[src/rtl/spi_display_multi.sv]
// Bit-bang SPI master for display command streams: pulls {dc, sel, data} words from a
// first-word-fall-through source and shifts them out one SPI edge per qualified step.
module spi_display_multi #(
    parameter int W    = 8,
    parameter int CS   = 1,
    parameter int CPOL = 0,
    parameter int CPHA = 0,
    parameter int LSB  = 0,
    parameter int SW   = (CS > 1) ? $clog2(CS) : 1
) (
    input  logic          clock,
    input  logic          reset,
    input  logic          step,
    input  logic          in_dc,
    input  logic [SW-1:0] in_sel,
    input  logic [W-1:0]  in_data,
    output logic          get,
    input  logic          empty,
    output logic [CS-1:0] spi_cs_n,
    output logic          spi_clock,
    output logic          spi_dc,
    output logic          spi_mosi,
    input  logic          spi_miso,
    output logic [W-1:0]  out_data,
    output logic          out_valid
);

    localparam int CW = $clog2(2 * W + 1);
    localparam logic [CW-1:0] LAST = CW'(2 * W - 1);

    typedef enum logic [1:0] {IDLE, SHIFT, STOP} state_t;

    state_t          state, state_nx;
    logic [CW-1:0]   cnt;
    logic [W-1:0]    tx_sh, rx_sh, rx_nx;
    logic [SW-1:0]   sel_q;
    logic            load, tick, last_edge, leading, drive_edge, sample_edge;

    function automatic logic first_bit(input logic [W-1:0] d);
        return (LSB != 0) ? d[0] : d[W-1];
    endfunction

    function automatic logic [W-1:0] shift_tx(input logic [W-1:0] d);
        return (LSB != 0) ? (d >> 1) : (d << 1);
    endfunction

    function automatic logic [W-1:0] rx_push(input logic [W-1:0] r, input logic b);
        return (LSB != 0) ? {b, r[W-1:1]} : {r[W-2:0], b};
    endfunction

    function automatic logic [CS-1:0] cs_decode(input logic [SW-1:0] s);
        logic [CS-1:0] r;
        for (int i = 0; i < CS; i++) r[i] = (s != SW'(i));
        return r;
    endfunction

    // Next-state and handshake; nothing may load or toggle while reset is held.
    always_comb begin
        state_nx  = state;
        get       = 1'b0;
        load      = 1'b0;
        tick      = 1'b0;
        last_edge = 1'b0;
        if (!reset) begin
            case (state)
                IDLE: if (step && !empty) begin
                    get      = 1'b1;
                    load     = 1'b1;
                    state_nx = SHIFT;
                end
                SHIFT: if (step) begin
                    tick = 1'b1;
                    if (cnt == LAST) begin
                        last_edge = 1'b1;
                        if (!empty && in_sel == sel_q) begin
                            get  = 1'b1;
                            load = 1'b1;
                        end else begin
                            state_nx = STOP;
                        end
                    end
                end
                STOP: if (step) state_nx = IDLE;
                default: state_nx = IDLE;
            endcase
        end
    end

    // Edge about to be produced is leading when the count before it is even.
    assign leading     = ~cnt[0];
    assign drive_edge  = tick && ((CPHA != 0) ? leading : (!leading && !last_edge));
    assign sample_edge = tick && ((CPHA != 0) ? !leading : leading);
    assign rx_nx       = sample_edge ? rx_push(rx_sh, spi_miso) : rx_sh;

    always_ff @(posedge clock or posedge reset) begin
        if (reset) begin
            state     <= IDLE;
            cnt       <= '0;
            spi_cs_n  <= '1;
            spi_clock <= 1'(CPOL);
            spi_dc    <= 1'b0;
            spi_mosi  <= 1'b0;
            out_data  <= '0;
            out_valid <= 1'b0;
        end else begin
            state     <= state_nx;
            out_valid <= 1'b0;
            if (tick) begin
                spi_clock <= ~spi_clock;
                cnt       <= cnt + CW'(1);
            end
            if (drive_edge) spi_mosi <= first_bit(tx_sh);
            if (last_edge) begin
                out_data  <= rx_nx;
                out_valid <= 1'b1;
                cnt       <= '0;
            end
            if (load) begin
                spi_cs_n <= cs_decode(in_sel);
                spi_dc   <= in_dc;
                cnt      <= '0;
                if (CPHA == 0) spi_mosi <= first_bit(in_data);
            end
            if (state == STOP && step) begin
                spi_cs_n <= '1;
                spi_mosi <= 1'b0;
            end
        end
    end

    // Shift registers and latched select carry no reset: they are always rewritten before use.
    always_ff @(posedge clock) begin
        rx_sh <= rx_nx;
        if (load) begin
            sel_q <= in_sel;
            tx_sh <= (CPHA == 0) ? shift_tx(in_data) : in_data;
        end else if (drive_edge) begin
            tx_sh <= shift_tx(tx_sh);
        end
    end

endmodule
[config.mk]
export PLATFORM = sky130hd
export DESIGN_NAME = spi_display_multi
export DESIGN_NICKNAME = d
export VERILOG_FILES = /design/src/rtl/spi_display_multi.sv
export SDC_FILE = /design/constraint.sdc
export NUM_CORES = 1
export LEC_CHECK = 0
export CORE_ASPECT_RATIO = 2
export CORE_MARGIN = 2
export CORE_UTILIZATION = 51
export DETAILED_ROUTE_END_ITERATION = 8
export HOLD_SLACK_MARGIN = 0.1
export PLACE_DENSITY = 0.84
export SYNTH_ARGS = -nofsm -noshare
export SYNTH_HDL_FRONTEND = slang
export SYNTH_SLANG_ARGS = --single-unit
[constraint.sdc]
create_clock -name clock -period 3 [get_ports clock]
set_input_delay 0.6 -clock clock [delete_from_list [all_inputs] [get_ports clock]]
set_output_delay 0.6 -clock clock [all_outputs]
set_load 0.02 [all_outputs]
======== Word level (Yosys, flattened, before mapping) ========
Cells that the tools add are included.
storage, ports and cells
  bits in read-only memories .............. 0
  RAM bits ................................ 0
  bits in latches ......................... 0
  memories ................................ 0
  flip-flop bits (word level) ............. 36
  word-level logic and storage cells ...... 69
  output and inout bits ................... 14
cells by class
  $mul .................................... 0
  multiplexer cells ....................... 31
  divide/modulo/power cells ............... 0
  magnitude comparators ................... 0
  shift-type cells ........................ 0
  reductions and logical operators ........ 14
  eq/ne operators ......................... 9
  add/sub/neg operators ................... 1
  bitwise logic cells ..................... 3
operators with widths
  kind                                            count
  two-way mux 8 bit                               3
  two-way mux 1 bit                               18
  two-way mux 5 bit                               3
  two-way mux 2 bit                               5
  != test 2 bit (second input constant)           5
  logical AND 1 bit                               6
  one-hot mux 2 bit (3 select lines)              1
  AND reduction 6 bit                             1
  nonzero test 3 bit                              2
  adder 5 x 1 -> 5 bit (second input constant)    1
  == test 5 x 4 -> 1 bit (second input constant)  1
  nonzero test 2 bit                              2
  inverter 1 bit                                  3
  == test 2 x 1 -> 1 bit (second input constant)  1
  == test 2 bit (second input constant)           1
  logical NOT 1 bit                               2
  logical NOT 2 bit                               1
  one-hot mux 1 bit (2 select lines)              1
  == test 1 bit                                   1

======== Logic depth before layout (Yosys ltp) ========
Gate-level depths: netlist (run 1).
  word-level depth ........................ 11
  depth in mapped cells ................... 8
  gate-level depth less buffers ........... 7

======== Worst setup path after synthesis (run 1) ========
No wires, ideal clock.
  path type ............................... register to output
  start ................................... reg cnt[0]
  end ..................................... out get
  stages on the path, launching flop included .. 8
  slack ................................... 0.721 ns
  path buffers ............................ 2
  data arrival time ....................... 1.679 ns
  path through ............................ dfrtp_1 -> ha_1 -> and3_1 -> ha_1 -> clkbuf_1 -> nand4b_1 -> o21ai_4 -> buf_6
between the ends
  word-level cells in the longest chain between the ends .. 5
ends and longest elaborated chain
  item                                line  RTL
  start, declared                     34    logic [CW-1:0] cnt;
  start signal, assigned              110   cnt <= cnt + CW'(1);
  == test 5 x 4 -> 1 bit              73    if (cnt == LAST) begin
  two-way mux 1 bit                   73
  two-way mux 1 bit                   71    SHIFT: if (step) begin
  one-hot mux 1 bit (2 select lines)  65    case (state)
  two-way mux 1 bit                   64    if (!reset) begin
  end, declared                       17    output logic get,
No other way between the ends.

======== Worst setup path in the final report (run 1) ========
  start ................................... in step
  end ..................................... out get
between the ends
  word-level cells in the longest chain between the ends .. 4
ends and longest elaborated chain
  item                                  line  RTL
  start, declared                       13    input logic step,
  logical AND 1 bit                     66    IDLE: if (step && !empty) begin
  two-way mux 1 bit                     66
  one-hot mux 1 bit (2 select lines) *  65
  two-way mux 1 bit *                   64
Every way passes the cells marked *; elsewhere a longest branch is shown, timed or not.

==> qor.csv, run 1 <==
stage;metric;value;unit
status;run status;finished clean;
critical_path;crit-path leading delay family;buffers and inverters;
yosys;Post-Syn Nets;134;
sta;relative slew slack;49.6;%
sta;Final Skew;0.00843;ns
power_and_ir_drop;Power, Total;1380;uW
power_and_ir_drop;internal power;980;uW
critical_path;critical path launch point type;input port;
sta;RSZ-0062 raised after global routing;no;
critical_path;r2r worst-path depth;7;
global_routing;first-pass GRT wire length;5060;microns
critical_path;Crit. Startpoint;step;
floorplanning;die area;0.00352;sq mm
yosys;Synth area leaders;dfrtp_1, edfxtp_1, mux2_2;
routing;drt total wl;3180;microns
placement;Buffers on Ports;28;
sta;Final setup violation count;0;
floorplanning;Top Ports;29;
routing;Antenna Violating Nets Remaining;0;
yosys;Synth top area share;30.7;%
sta;Least-Margin Pin Slew;0.756;ns
critical_path;CP cell instances;clkdlybuf4s50_1 -> or4b_4 -> o21ai_4 -> dlygate4sd2_1;
routing;via-per-instance ratio;5.73;
power_and_ir_drop;Clk pwr share;23.2;%
floorplanning;Core Region;0.00294;sq mm
power_and_ir_drop;Seq pwr share;51.3;%
critical_path;Worst Path Buf+Inv;2;
layout;area of the multi-input gates;612;sq um
critical_path;critical path peak fanout;7;
layout;Fill cells;239;
clock_tree;TritonCTS clock tree;yes;
yosys;Yosys warning count;0;
placement;gpl congestion;0.868;
hold_path;hold wc startpoint;rx_sh[7];
routing;DRT iter0 DRCs;18;
critical_path;Critical Path Stages;4;
routing;number of remaining DRC errors;0;
power_and_ir_drop;Pleak;0.000824;uW
routing;DR WL/cell;17.0;microns
sta;Fin. Hold Viols;0;
yosys;count leader, synth;mux2_2;
yosys;dominant synthesized flop cell;dfrtp_1;
yosys;Post-Syn Area per Cell;13.2;sq um
power_and_ir_drop;VDD IR max;0.593;mV
clock_tree;clk slew on worst S/H paths;0.07;ns
hold_path;Worst Hold End;rx_sh[7];
global_routing;largest net degree at the start of global routing;21;
global_routing;initial antenna violation count;0;
power_and_ir_drop;power density cells;694;mW/mm^2
critical_path;CP max stage cell;clkdlybuf4s50_1;
yosys;Synth area leader;dfrtp_1;
clock_tree;total CTS buffers;5;
sta;post-layout min period;2.75;ns
layout;utilization after layout;67.5;%
routing;DR pass1 iterations;4;
floorplanning;height of the die;82.0;microns
sta;part of the cycle the worst path needs;91.5;%
clock_tree;hold buffers post-CTS;0;
critical_path;Req. time, crit path;2.40;ns
sta;fin. max-slew vios;0;
placement;DP HPWL;2420;microns
clock_tree;Root Driver;clkbuf_8;
yosys;Post-synth top cells;mux2_2, dfrtp_1, dfxtp_1, edfxtp_1, nor2_1;
power_and_ir_drop;switching power;399;uW
hold_path;worst hold stages;1;
global_routing;GRT Residual Overflow;0;
layout;FF/Latch Area;902;sq um
sta;achievable clock frequency;0.364;GHz
yosys;Seq/Total Area, Yosys;58.2;%
job;Max Cap Violations;0;
yosys;Post-synth EDFFs;8;
global_routing;vias in the first global route;1142;
clock_tree;clk buf depth;2;
routing;via count;1071;
yosys;Distinct cells, synth;41;
global_routing;Overall Global Routing Usage;20.4;%
floorplanning;Initial Util;52.7;%
layout;synthesis-to-layout area growth;28.1;%
power_and_ir_drop;Logic pwr share;25.4;%
critical_path;reg2reg start;cnt[0];
yosys;register bit total from synthesis;36;
critical_path;Worst EP arrival;2.15;ns
floorplanning;Die Span X;43.0;microns
critical_path;WS Path Type;input port to output port;
critical_path;r2r endpoint;tx_sh[7];
yosys;Post-Syn Instances;117;
power_and_ir_drop;Switching Share;28.9;%
critical_path;Worst R2R Setup Slack;0.54;ns
critical_path;slowest stage delay, CP;0.56;ns
clock_tree;Clk Latency, worst-skew pair;0.29;ns
clock_tree;clk sinks;36;
layout;layout cells sized above 1;26.1;%
yosys;post-synthesis async set-or-reset flop share;55.6;%
yosys;Post-Syn Area;0.00155;sq mm
critical_path;Worst setup EP type;output port;
floorplanning;Rows;28;
layout;Antenna diodes;0;
layout;Nets;173;
hold_path;Hold/Removal Path Class;flip-flop to flip-flop;
clock_tree;CTS H-tree depth;2;
[per-layer routing]
layer	vias up	wire [microns]	GRT usage [%]
met5	-	0	0
met4	0	121	14.2
met3	10	149	4.18
met2	36	1890	39.2
met1	514	1020	17.8
li1	511	-	-
[flip-flops by register name, summed over array words and instances (netlist names)]
register   cells
spi_clock      1
spi_cs_n       1
out_data       8
spi_dc         1
rx_sh          8
spi_mosi       1
out_valid      1
tx_sh          7
state          2
sel_q          1
cnt            5
[power groups by stage]
| stage | registers (uW) | clock network, uW | logic (uW) |
|---|---|---|---|
| global route | 725 | 350 | 382 |
| floorplan | 733 | 0 | 180 |
| finish | 707 | 320 | 351 |
| CTS | 707 | 332 | 356 |
| detailed placement | 716 | 0 | 354 |
| global placement | 703 | 0 | 338 |
[worst max path at each step]
stage,slack (ns),to
3_5_place_dp,-0.02,get
2_1_floorplan,0.72,get
5_1_grt,0.22,get
6_report,0.25,get
4_1_cts,0.25,get
3_3_place_gp,-0.01,get
[area by class of cell]
cell class | count | share of cell area (%)
multi-input combinational | 74 | 30.8
timing repair buffer | 36 | 17.1
inverter | 3 | 0.567
sequential | 36 | 45.4
tap | 30 | 1.89
clock inverter | 2 | 0.567
clock buffer | 6 | 3.65
[stage by stage]
stage	hold WS [ns]	TNS (ns)	instances	instance area, sq um	setup WS (ns)
CTS	0.490	0	187	1990	0.255
global route	0.508	0	187	1990	0.224
floorplan	0.447	0	117	1550	0.721
finish	0.487	0	187	1990	0.254
global placement	0.458	-0.0131	179	1900	-0.0131
detailed placement	0.474	-0.0187	179	1900	-0.0187
[cells in the final DEF (no fill, tap or decap), drive strengths merged, types with 2 or more instances in the layout]
cell and count:
a21oi 6, and3 2, buf 8, clkbuf 6
clkdlybuf4s50 27, dfrtp 19, dfxtp 8, edfxtp 8
ha 2, inv 3, mux2 23, nand2 2
nand3 2, nor2 9, nor3 2, nor3b 2
o21ai 4, xnor2 2
[repair_timing]
item,in CTS,in global routing
setup endpoints to repair,1,0
setup buffers,0,0
resized for setup,1,0
[cell families after synthesis]
| kind of cell | share of synthesized area [%] |
|---|---|
| AOI/OAI and AO/OA | 7.10 |
| xor gates and xnor gates | 1.13 |
| adders and majority gates | 1.61 |
| buffers and inverters | 2.34 |
| DFF | 58.2 |
| muxes | 17.4 |
| and+or+nand+nor | 12.3 |
No activity file was read; power rests on OpenSTA's default activity.
==> run 2: changes to the inputs <==
Settings changed: CORE_MARGIN 2 to 10, RECOVER_POWER set to 100.
Clock period 3 ns to 2.9 ns, I/O delays scaled along.
==> qor.csv, run 2 (same netlist as run 1, synthesis figures left out) <==
stage;metric;value;unit;change
placement;Buffers on Ports;28;;unchanged
floorplanning;die area;0.00578;sq mm;+64%
layout;layout cells sized above 1;26.1;%;-0.028 points
floorplanning;height of the die;98.0;microns;+20%
hold_path;Hold/Removal Path Class;flip-flop to flip-flop;;
placement;gpl congestion;0.747;;-14%
power_and_ir_drop;internal power;1100;uW;+12%
clock_tree;clk sinks;36;;unchanged
layout;biggest regs;out_data (8), rx_sh (8), tx_sh (7);;
sta;relative slew slack;48.0;%;-1.6 points
global_routing;Overall Global Routing Usage;11.6;%;-8.8 points
critical_path;WS Path Type;input port to output port;;
clock_tree;clk slew on worst S/H paths;0.07;ns;about the same
power_and_ir_drop;power density cells;746;mW/mm^2;+7.4%
sta;Least-Margin Pin Slew;0.780;ns;+0.0241 ns
power_and_ir_drop;Seq pwr share;47.7;%;-3.6 points
critical_path;reg2reg start;cnt[0];;
critical_path;Worst setup EP type;output port;;
floorplanning;Die Span X;59.0;microns;+37%
routing;DR WL/cell;16.7;microns;-1.7%
sta;achievable clock frequency;0.366;GHz;
layout;commonest non-fill, non-tap cell in the layout;mux2_2;;
routing;via count;1058;;-1.2%
clock_tree;Post-CTS Setup Inserts;0;;unchanged
clock_tree;hold buffers post-CTS;0;;unchanged
layout;FF/Latch Area;902;sq um;unchanged
critical_path;critical path peak fanout;3;;-4
critical_path;Req. time, crit path;2.32;ns;-0.08 ns
routing;DRT iter0 DRCs;16;;-2
layout;synthesis-to-layout area growth;31.5;%;
layout;finished layout cell area;0.00204;sq mm;+2.6%
clock_tree;clk buf depth;2;;unchanged
layout;Nets;177;;+2.3%
clock_tree;post_cts resized;1;;unchanged
routing;Antenna Violating Nets Remaining;0;;unchanged
placement;DP HPWL;2390;microns;-1.3%
sta;Fin. Hold Viols;0;;unchanged
job;Max Cap Violations;0;;unchanged
floorplanning;Initial Util;52.7;%;unchanged
sta;Final setup violation count;0;;unchanged
routing;drt total wl;3190;microns;+0.41%
critical_path;Worst EP arrival;2.15;ns;about the same
floorplanning;Core Region;0.00294;sq mm;unchanged
power_and_ir_drop;switching power;418;uW;+4.8%
layout;Fill cells;224;;-6.3%
power_and_ir_drop;Power, Total;1520;uW;+10%
critical_path;Crit. Startpoint;reset;;
power_and_ir_drop;Switching Share;27.5;%;-1.4 points
power_and_ir_drop;Pleak;0.000889;uW;+8.0%
global_routing;initial antenna violation count;0;;unchanged
power_and_ir_drop;Clk pwr share;29.5;%;+6.3 points
clock_tree;Root Driver;clkbuf_8;;
placement;placed inst area;0.00193;sq mm;+1.6%
clock_tree;total CTS buffers;5;;unchanged
power_and_ir_drop;Logic pwr share;22.8;%;-2.6 points
global_routing;largest net degree at the start of global routing;21;;unchanged
sta;post-layout min period;2.73;ns;
hold_path;hold wc startpoint;spi_clock;;
status;run status;finished clean;;
layout;area of the multi-input gates;612;sq um;unchanged
sta;fin. max-slew vios;0;;unchanged
layout;most frequent cells in the layout;mux2_2, dfrtp_1, dlygate4sd3_1;;
sta;Final Skew;0.00617;ns;-0.00226 ns
floorplanning;Top Ports;29;;unchanged
global_routing;GRT Residual Overflow;0;;unchanged
power_and_ir_drop;VDD IR max;0.630;mV;+6.2%
critical_path;critical path launch point type;input port;;
routing;number of remaining DRC errors;0;;unchanged
clock_tree;TritonCTS clock tree;yes;;
clock_tree;Clk Latency, worst-skew pair;0.29;ns;about the same
global_routing;vias in the first global route;1112;;-2.6%
routing;DR pass1 iterations;4;;unchanged
routing;via-per-instance ratio;5.54;;-3.3%
sta;RSZ-0062 raised after global routing;no;;
layout;Antenna diodes;0;;unchanged
clock_tree;CTS H-tree depth;2;;unchanged
critical_path;Worst R2R Setup Slack;0.49;ns;-0.05 ns
floorplanning;Rows;28;;unchanged
sta;part of the cycle the worst path needs;94.2;%;
global_routing;first-pass GRT wire length;5230;microns;+3.3%
-- run 2: power by group through the flow --
| stage | clock network [uW] | registers, uW | logic, uW |
|---|---|---|---|
| finish | 448 | 724 | 347 |
| detailed placement | 0 | 735 | 368 |
| CTS | 453 | 727 | 371 |
| floorplan | 0 | 758 | 186 |
| global placement | 0 | 727 | 356 |
| global route | 473 | 741 | 379 |
-- run 2: critical path, cell delays in order --
cell and delay, ns:
dlygate4sd3_1 0.56, or4b_4 0.52, o21ai_4 0.14, dlygate4sd2_1 0.36
-- run 2: per-stage QoR --
step / instances / TNS [ns] / setup slack, ns / utilization (%) / hold WS, ns
after floorplan: 117 / 0 / 0.641 / - / 0.447
after global placement: 183 / -0.00114 / -0.00114 / 65.7 / 0.459
after detailed placement: 183 / -0.0218 / -0.0218 / 65.7 / 0.465
after CTS: 191 / 0 / 0.248 / 69.8 / 0.481
after global routing: 191 / 0 / 0.117 / 69.3 / 0.488
final: 191 / 0 / 0.169 / 69.3 / 0.476
-- run 2: path summary, 6_finish.rpt --
kind                            cells past startpoint         to
worst min-delay path                                1  spi_clock
worst max register to register                      7   tx_sh[6]
max in group asynchronous                           3     spi_dc
worst min register to register                      1  spi_clock
worst max-delay path                                4        get
min in group asynchronous                           3   spi_mosi
-- run 2: metal layers --
layer / global-route usage, % / vias up / routed length (microns)
met5: 0 / - / 0
met4: 4.80 / 0 / 61
met3: 5.45 / 5 / 219
li1: - / 518 / -
met1: 10.8 / 507 / 1190
met2: 20.2 / 28 / 1730
-- run 2: area by class of cell --
cell class              count  area share [%]
well taps                  30            1.84
multi-input cells          74            30.0
inverters                   3           0.552
flip-flops and latches     36            44.3
clock buffers               8            5.95
repair buffers             40            17.4
==> run 3: changes to the inputs <==
Clock period 2.9 ns to 3 ns, I/O delays scaled along.
==> qor.csv, run 3 (same netlist as run 1, synthesis figures left out) <==
stage;metric;value;unit;change
routing;DRT iter0 DRCs;9;;-7
critical_path;critical path peak fanout;3;;unchanged
sta;part of the cycle the worst path needs;90.6;%;
sta;Final setup violation count;0;;unchanged
placement;DP HPWL;2380;microns;-0.33%
hold_path;worst hold stages;1;;unchanged
clock_tree;Clk Latency, worst-skew pair;0.28;ns;about the same
critical_path;r2r worst-path depth;7;;unchanged
clock_tree;hold buffers post-CTS;0;;unchanged
clock_tree;post_cts resized;0;;-1
critical_path;reg2reg start;cnt[0];;
placement;dpl ws;0.0157;ns;+0.0374 ns
layout;Nets;171;;-3.4%
layout;synthesis-to-layout area growth;25.7;%;
clock_tree;clk slew on worst S/H paths;0.07;ns;about the same
layout;layout cells sized above 1;20.6;%;-5.4 points
sta;Final Worst Setup Slack;0.281;ns;+0.112 ns
routing;Antenna Violating Nets Remaining;0;;unchanged
sta;relative slew slack;47.9;%;-0.060 points
floorplanning;Rows;28;;unchanged
sta;Setup Total Neg Slack;0;ns;unchanged
clock_tree;total CTS buffers;5;;unchanged
job;Max Cap Violations;0;;unchanged
placement;Post-Place Cells;177;;-3.3%
floorplanning;Initial Util;52.7;%;unchanged
floorplanning;Core Region;0.00294;sq mm;unchanged
critical_path;r2r endpoint;tx_sh[7];;
routing;number of remaining DRC errors;0;;unchanged
layout;biggest regs;out_data (8), rx_sh (8), tx_sh (7);;
floorplanning;Die Span X;59.0;microns;unchanged
layout;most frequent cells in the layout;mux2_2, dfrtp_1, dlygate4sd3_1;;
floorplanning;Top Ports;29;;unchanged
clock_tree;clk sinks;36;;unchanged
routing;via count;1054;;-0.38%
routing;drt total wl;3140;microns;-1.6%
power_and_ir_drop;Power, Total;1350;uW;-11%
global_routing;largest net degree at the start of global routing;21;;unchanged
routing;DR WL/cell;17.0;microns;+1.6%
placement;gpl congestion;0.774;;+3.6%
floorplanning;die area;0.00578;sq mm;unchanged
power_and_ir_drop;Pleak;0.000840;uW;-5.5%
clock_tree;CTS H-tree depth;2;;unchanged
status;run status;finished clean;;
critical_path;Worst R2R Setup Slack;0.38;ns;-0.11 ns
power_and_ir_drop;power density cells;694;mW/mm^2;-6.9%
sta;RSZ-0062 raised after global routing;no;;
hold_path;Hold/Removal Path Class;flip-flop to flip-flop;;
clock_tree;TritonCTS clock tree;yes;;
hold_path;Worst Hold End;spi_clock;;
critical_path;Worst EP arrival;2.12;ns;-0.03 ns
layout;Final Non-Filler Cells;185;;-3.1%
critical_path;Worst setup EP type;output port;;
sta;Final Skew;0.00307;ns;-0.00310 ns
clock_tree;clk buf depth;2;;unchanged
sta;Least-Margin Pin Slew;0.781;ns;+0.000892 ns
global_routing;first-pass GRT wire length;5060;microns;-3.3%
clock_tree;Root Driver;clkbuf_8;;
global_routing;Overall Global Routing Usage;11.1;%;-0.48 points
hold_path;hold wc startpoint;spi_clock;;
clock_tree;Post-CTS Setup Inserts;0;;unchanged
sta;achievable clock frequency;0.368;GHz;
sta;fin. max-slew vios;0;;unchanged
routing;DR pass1 iterations;4;;unchanged
global_routing;vias in the first global route;1164;;+4.7%
critical_path;Req. time, crit path;2.40;ns;+0.08 ns
global_routing;GRT Residual Overflow;0;;unchanged
layout;Antenna diodes;0;;unchanged
critical_path;WS Path Type;input port to output port;;
sta;Fin. Hold Viols;0;;unchanged
global_routing;initial antenna violation count;0;;unchanged
floorplanning;height of the die;98.0;microns;unchanged
sta;Worst Hold Slack;0.472;ns;-0.00416 ns
critical_path;critical path launch point type;input port;;
routing;via-per-instance ratio;5.70;;+2.9%
sta;post-layout min period;2.72;ns;
placement;Buffers on Ports;28;;unchanged
power_and_ir_drop;VDD IR max;0.497;mV;-21%
run 3: worst max-delay path by stage:
stage / end / depth (start not counted) / slack (ns) / start
2_1_floorplan: get / 7 / 0.72 / cnt[0]
3_3_place_gp: get / 4 / 0.04 / step
3_5_place_dp: get / 4 / 0.02 / empty
4_1_cts: get / 4 / 0.02 / empty
5_1_grt: tx_sh[7] / 7 / 0.18 / cnt[0]
6_report: get / 5 / 0.28 / reset
run 3: through the flow:
step	util (%)	instance area (sq um)
global route	66.2	1950
floorplan	-	1550
finish	66.2	1950
global placement	64.2	1890
detailed placement	64.2	1890
CTS	66.9	1970
run 3: routing by layer:
layer	up-vias	part of all wire (%)	track usage [%]
met1	513	34	8.65
met2	30	56	20.7
met4	0	2.2	5.33
met3	8	8.4	5.45
li1	503	-	-
met5	-	0	0
run 3: final cells by class:
class                           instances  area, sq um
Clock inverter                          1         5.00
Tap cell                               30         37.5
Multi-Input combinational cell         74          609
Clock buffer                            7         76.3
Inverter                                3         11.3
Sequential cell                        36          902
Fill cell                             241          993
Timing Repair Buffer                   34          308
run 3: where the power goes:
group,total (uW),internal (uW),switching (uW),leakage (uW)
Clock,319,163,156,0.0000422
Sequential,703,628,74.4,0.000399
Combinational,331,172,160,0.000399
run 3: worst max-delay path, stage by stage:
cell and delay [ns]:
dlygate4sd3_1 0.57, and4bb_1 0.34, nand4b_1 0.23, o21ai_4 0.12, clkbuf_1 0.26
